[src/rtl/torch_reg_pkg.sv]
// ============================================================================
//  torch_reg_pkg
//  Shared constants, index-width helper and FSM state encoding for the
//  register sequencing controller.
//  Rev 1.0
// ============================================================================
`default_nettype none

package torch_reg_pkg;

    localparam int NREG_DEF        = 32;
    localparam int RECOVER_CYC_DEF = 2;

    function automatic int idx_w(input int n);
        return (n > 1) ? $clog2(n) : 1;
    endfunction

    localparam int IDX_W = idx_w(NREG_DEF);

    typedef enum logic [1:0] {
        ST_IDLE    = 2'd0,
        ST_BOOSTED = 2'd1,
        ST_RECOVER = 2'd2
    } seq_state_t;

endpackage

`default_nettype wire

[src/rtl/reg_seq_cell.sv]
// ============================================================================
//  reg_seq_cell
//  One architectural register's sequential pointer and boost-valid flag.
//  Rev 1.0
// ============================================================================
`default_nettype none

module reg_seq_cell (
    input  logic clk,
    input  logic rst,
    input  logic i_en,
    input  logic i_flip,
    input  logic i_clear,
    input  logic i_set,
    output logic o_seq,
    output logic o_bv
);

    logic r_seq;
    logic r_bv;

    // A set arriving with a clear belongs to the next branch, so it wins.
    always_ff @(posedge clk) begin
        if (rst) begin
            r_seq <= 1'b0;
            r_bv  <= 1'b0;
        end else if (i_en) begin
            r_seq <= r_seq ^ (i_flip & r_bv);
            r_bv  <= (r_bv & ~i_clear) | i_set;
        end
    end

    assign o_seq = r_seq;
    assign o_bv  = r_bv;

endmodule

`default_nettype wire

[src/rtl/reg_seq_ctl.sv]
// ============================================================================
//  reg_seq_ctl
//  Boosted-write sequencing: per-register copy selection, commit/squash and
//  exception recovery control for a dual-ported shadowed register file.
//  Rev 1.0
// ============================================================================
`default_nettype none

module reg_seq_ctl
    import torch_reg_pkg::*;
#(
    parameter  int NREG        = NREG_DEF,
    parameter  int RECOVER_CYC = RECOVER_CYC_DEF,
    localparam int IW          = idx_w(NREG)
) (
    input  logic          Phi1,
    input  logic          Reset_s1,
    input  logic          Stall_s1,
    input  logic          Except_s1,
    input  logic          Commit_s1,
    input  logic          Squash_s1,
    input  logic          AWr_s1,
    input  logic          BWr_s1,
    input  logic [IW-1:0] AWrReg_s1,
    input  logic [IW-1:0] BWrReg_s1,
    input  logic          AWrBoost_s1,
    input  logic          BWrBoost_s1,
    input  logic [IW-1:0] ARdReg_s1,
    input  logic [IW-1:0] BRdReg_s1,
    input  logic          ARdBoost_s1,
    input  logic          BRdBoost_s1,
    output logic          AWrEn_s1,
    output logic          BWrEn_s1,
    output logic          AWrPtr_s1,
    output logic          BWrPtr_s1,
    output logic          ARdPtr_s1,
    output logic          BRdPtr_s1,
    output logic          BoostAny_s1,
    output logic          Busy_s1
);

    localparam int c_CW = (RECOVER_CYC > 1) ? $clog2(RECOVER_CYC) : 1;
    localparam logic [c_CW-1:0] c_CNT_LOAD = c_CW'(RECOVER_CYC - 1);

    seq_state_t      r_state;
    seq_state_t      w_state_nxt;
    logic [c_CW-1:0] r_cnt;
    logic [c_CW-1:0] w_cnt_nxt;

    logic [NREG-1:0] w_seq;
    logic [NREG-1:0] w_bv;
    logic [NREG-1:0] w_set;

    logic w_blk, w_a_ok, w_b_ok, w_clash, w_boost_wr;
    logic w_adv, w_live, w_clear, w_flip;

    assign w_blk   = Reset_s1 | Stall_s1 | Except_s1 | (r_state == ST_RECOVER);
    assign w_a_ok  = AWr_s1 & ~w_blk & (AWrReg_s1 != '0);
    assign w_b_ok  = BWr_s1 & ~w_blk & (BWrReg_s1 != '0);
    // Same register, same copy: port B's data is the one that lands.
    assign w_clash = AWr_s1 & BWr_s1 & (AWrReg_s1 == BWrReg_s1)
                   & (AWrBoost_s1 == BWrBoost_s1);

    assign AWrEn_s1  = w_a_ok & ~w_clash;
    assign BWrEn_s1  = w_b_ok;
    assign AWrPtr_s1 = w_seq[AWrReg_s1] ^ AWrBoost_s1;
    assign BWrPtr_s1 = w_seq[BWrReg_s1] ^ BWrBoost_s1;
    assign ARdPtr_s1 = w_seq[ARdReg_s1] ^ (ARdBoost_s1 & w_bv[ARdReg_s1]);
    assign BRdPtr_s1 = w_seq[BRdReg_s1] ^ (BRdBoost_s1 & w_bv[BRdReg_s1]);

    assign w_boost_wr = (AWrEn_s1 & AWrBoost_s1) | (BWrEn_s1 & BWrBoost_s1);
    assign w_adv      = Except_s1 | ~Stall_s1;
    assign w_live     = (r_state != ST_RECOVER) & ~Except_s1;
    assign w_clear    = Except_s1 | (w_live & (Commit_s1 | Squash_s1));
    assign w_flip     = w_live & Commit_s1 & ~Squash_s1;

    generate
        for (genvar gi = 0; gi < NREG; gi++) begin : g_cell
            assign w_set[gi] = (AWrEn_s1 & AWrBoost_s1 & (AWrReg_s1 == IW'(gi)))
                             | (BWrEn_s1 & BWrBoost_s1 & (BWrReg_s1 == IW'(gi)));

            reg_seq_cell u_cell (
                .clk     (Phi1),
                .rst     (Reset_s1),
                .i_en    (w_adv),
                .i_flip  (w_flip),
                .i_clear (w_clear),
                .i_set   (w_set[gi]),
                .o_seq   (w_seq[gi]),
                .o_bv    (w_bv[gi])
            );
        end
    endgenerate

    always_comb begin
        w_state_nxt = r_state;
        w_cnt_nxt   = r_cnt;
        if (Except_s1) begin
            w_state_nxt = ST_RECOVER;
            w_cnt_nxt   = c_CNT_LOAD;
        end else if (!Stall_s1) begin
            case (r_state)
                ST_IDLE: begin
                    if (w_boost_wr) w_state_nxt = ST_BOOSTED;
                end
                ST_BOOSTED: begin
                    if ((Commit_s1 | Squash_s1) & ~w_boost_wr) w_state_nxt = ST_IDLE;
                end
                ST_RECOVER: begin
                    if (r_cnt == '0) w_state_nxt = ST_IDLE;
                    else             w_cnt_nxt   = r_cnt - c_CW'(1);
                end
                default: w_state_nxt = ST_IDLE;
            endcase
        end
    end

    always_ff @(posedge Phi1) begin
        if (Reset_s1) begin
            r_state <= ST_IDLE;
            r_cnt   <= '0;
        end else begin
            r_state <= w_state_nxt;
            r_cnt   <= w_cnt_nxt;
        end
    end

    assign BoostAny_s1 = (r_state == ST_BOOSTED);
    assign Busy_s1     = (r_state == ST_RECOVER);

endmodule

`default_nettype wire
[config.mk]
export PLATFORM = sky130hd
export DESIGN_NAME = reg_seq_ctl
export DESIGN_NICKNAME = d
export VERILOG_FILES = /design/src/rtl/torch_reg_pkg.sv /design/src/rtl/reg_seq_cell.sv /design/src/rtl/reg_seq_ctl.sv
export SDC_FILE = /design/constraint.sdc
export NUM_CORES = 1
export LEC_CHECK = 0
export CAP_MARGIN = 20
export CORE_AREA = 2 2 124 138
export CTS_CLUSTER_DIAMETER = 80
export CTS_CLUSTER_SIZE = 20
export DETAILED_ROUTE_END_ITERATION = 10
export DIE_AREA = 0 0 126 140
export PLACE_DENSITY = 0.45
export SETUP_SLACK_MARGIN = 0.15
export SLEW_MARGIN = 25
export SYNTH_ARGS = -nofsm -noshare
export SYNTH_HDL_FRONTEND = slang
export SYNTH_SLANG_ARGS = --single-unit
[constraint.sdc]
create_clock -name Phi1 -period 4.9 [get_ports Phi1]
set_clock_uncertainty 0.05 [all_clocks]
set_input_delay 1.225 -clock Phi1 [delete_from_list [all_inputs] [get_ports Phi1]]
set_output_delay 1.225 -clock Phi1 [all_outputs]
set_load 0.01 [all_outputs]
==> impl_metrics.json <==
{
  "yosysSeqAreaShare_pct": 29.8,
  "period_share_pct": 96.0,
  "drive_above_1_share_pct": 25.1,
  "powerDensity_mw_per_mm2": 243,
  "final_nets": 526,
  "synth_area_leaders": "dfxtp_1 (30%), mux4_2 (28%), xor2_1 (7.8%)",
  "fin_util_pct": 34.8,
  "start_util_pct": 27.8,
  "cts_root_buffer": "clkbuf_16",
  "synth_common_cells": "dfxtp_1 (67), mux4_2 (56), nand2_1 (46)",
  "grt_max_degree": 70,
  "synth.distinct_cells": 36,
  "hold_path_class": "flip-flop to flip-flop",
  "seq_power_share_pct": 40.1,
  "place_inst": 683,
  "path_clk_slew_ns": 0.06,
  "worst-slew-pin-transition_ns": 0.716,
  "power_switching_mw": 0.348,
  "multi_input_area_mm2": 0.00296,
  "ctsHtreeMaxLevel": 3,
  "path_max_fanout": 2,
  "fin_hold_ws_ns": 0.443,
  "p_leak_nw": 1.93,
  "placed_area_mm2": 0.00528,
  "cts_buffers": 9,
  "clock_latency_ns": 0.34,
  "ir_worst_vdd_v": 0.000119,
  "seq_area_mm2": 0.00134,
  "vias": 3939,
  "grt_overflow": 0,
  "clock.fmax_ghz": 0.213,
  "rows": 49,
  "synth.top_cell.area_share_pct": 29.8,
  "wl_per_cell_um": 21.8,
  "synth-edff-count": 0,
  "outcome": "completed",
  "synth-main-ff-cell": "dfxtp_1",
  "drv_slew": 0,
  "min_period_ns": 4.70,
  "power.clock.fraction_pct": 46.9,
  "synth.avg_cell_area_um2": 10.1,
  "combPwrFrac_pct": 13.0,
  "crit_path_start_kind": "input port",
  "drt_iter0_drc": 305,
  "die-area_mm2": 0.0176,
  "cp.arrival_ns": 3.43,
  "finalInstanceArea_mm2": 0.00563,
  "critPathKind": "input port to output port",
  "finalPower_mw": 1.37,
  "final_cells": 703,
  "grt_pass1_vias": 3945,
  "gp_congestion": 0.845,
  "syn_to_final_growth_pct": 25.3,
  "antenna_found_initial": 0,
  "wirelength_mm": 15.3,
  "finalHoldViolCount": 0,
  "avgViaCountPerCell": 5.60,
  "diodes": 0,
  "cap_violations": 0,
  "power_switching_share_pct": 25.4,
  "n_fill_cell": 1662,
  "yosys.area.top_type": "dfxtp_1",
  "ios": 40,
  "synth-seq-cells": 67,
  "cts_sinks": 67,
  "required_ns": 3.62,
  "die_w_um": 126,
  "synthCells": 443,
  "synth_fp_nets": 475,
  "yosysMostFrequentCell": "dfxtp_1",
  "grt_usage_pct": 17.8,
  "intPower_mw": 1.02,
  "worst_setup_path_end_kind": "output port",
  "final_antenna_net_count": 0,
  "slew_headroom_pct": 52.3,
  "numPortBuffers": 39,
  "cts_buffer_depth": 2,
  "async_flop_share_pct": 0,
  "place.detailed.hpwl_mm": 11.4,
  "yosysWarnings": 0,
  "post-route-drc-count": 0,
  "die_h_um": 140,
  "setup_violations": 0,
  "coreArea_mm2": 0.0162,
  "grt_pass1_wl_mm": 23.9,
  "dr.pass1.iters": 5,
  "rsz0062_at_grt": "yes",
  "cts_tree": "yes",
  "syn_area_mm2": 0.00449
}
-- critical path, stage by stage --
cell and delay [ns]:
clkdlybuf4s50_1 0.56, mux4_2 0.53, mux4_2 0.49, mux2i_1 0.16
buf_4 0.15, xnor2_1 0.14, buf_2 0.17
-- state kept, by name (all words and copies together), names as in the netlist --
signal and count:
r_state 2, g_cell.u_cell.o_bv 32, r_cnt 1, g_cell.u_cell.o_seq 32
-- per-stage QoR --
| stage | worst slack [ns] | setup TNS [ns] |
|---|---|---|
| after global placement | -0.206 | -0.670 |
| after global routing | 0.108 | 0 |
| after floorplan | 0.554 | 0 |
| after CTS | 0.155 | 0 |
| after detailed placement | -0.213 | -0.739 |
| final | 0.197 | 0 |
-- logic make-up (layout without fill, tap and decap cells) --
kind of cell	Yosys count	after routing	share of synthesized area, %
buffers and inverters	48	104	4.59
and+or+nand+nor	146	146	15.8
AOI/OAI and AO/OA	78	78	12.2
muxes	62	62	29.4
DFF	67	67	29.8
xor gates and xnor gates	42	42	8.19
-- per-layer routing --
metal / vias to the layer above / part of all wire [%] / GRT usage, % / wire length [um]
li1: 1792 / - / - / -
met1: 1913 / 44 / 25.1 / 6810
met2: 212 / 46 / 27.1 / 7040
met3: 22 / 8.2 / 3.78 / 1260
met4: 0 / 1.5 / 6.02 / 225
met5: - / 0 / 0 / 0
-- layout make-up --
cell class                 instances  area share [%]
multi-input combinational        328            52.5
sequential                        67            23.8
timing repair buffer              77            13.2
tap                              204            4.53
clock buffer                       9            4.00
clock inverter                     7            1.22
inverter                          11           0.733
-- final timing paths --
check                               start                                  end  slack, ns  cells past startpoint
setup reg to reg  r_state[0]$_SDFFE_PP0P_  g_cell[14].u_cell.o_bv$_SDFFE_PP0N_       2.25                      7
setup / recovery             BWrReg_s1[1]                            BWrPtr_s1       0.20                      7
hold / removal         r_cnt$_SDFFE_PP0P_                   r_cnt$_SDFFE_PP0P_       0.44                      2
hold reg to reg        r_cnt$_SDFFE_PP0P_                   r_cnt$_SDFFE_PP0P_       0.44                      2
-- power groups by stage --
stage | registers (mW) | logic (mW) | clock network [mW]
after detailed placement | 0.560 | 0.173 | 0
after floorplan | 0.559 | 0.0931 | 0
after global placement | 0.560 | 0.171 | 0
after CTS | 0.548 | 0.172 | 0.658
after global routing | 0.548 | 0.191 | 0.685
final | 0.548 | 0.177 | 0.642
-- cell usage in the layout, fill, tap and decap left out, drive strengths merged, types with 2 or more instances in the layout --
master         instances
clkdlybuf4s50         30
a32oi                  8
a31oi                  2
or3b                   2
mux2i                  6
nand4b                 4
or2                    4
dlymetal6s2s           3
a21oi                 11
a211oi                 2
nor3b                  7
nor4                   2
mux4                  56
a22oi                 23
dfxtp                 67
o22ai                 22
o211ai                 2
clkinv                 4
clkinvlp               2
o21ai                  6
nand3                  9
nand2b                 3
xor2                  40
nand3b                 6
nor3                   7
nand4                  6
buf                   40
inv                   11
nand2                 46
nor2                  42
nor2b                  6
clkbuf                12
xnor2                  2
-- timing repair --
item,CTS,global route
buffers inserted,0,2
hold buffers,0,0
cloned,0,2
endpoints found under the setup margin,5,3
hold endpoints to repair,0,0
resized for setup,15,5
(Power assumes the default switching activity.)
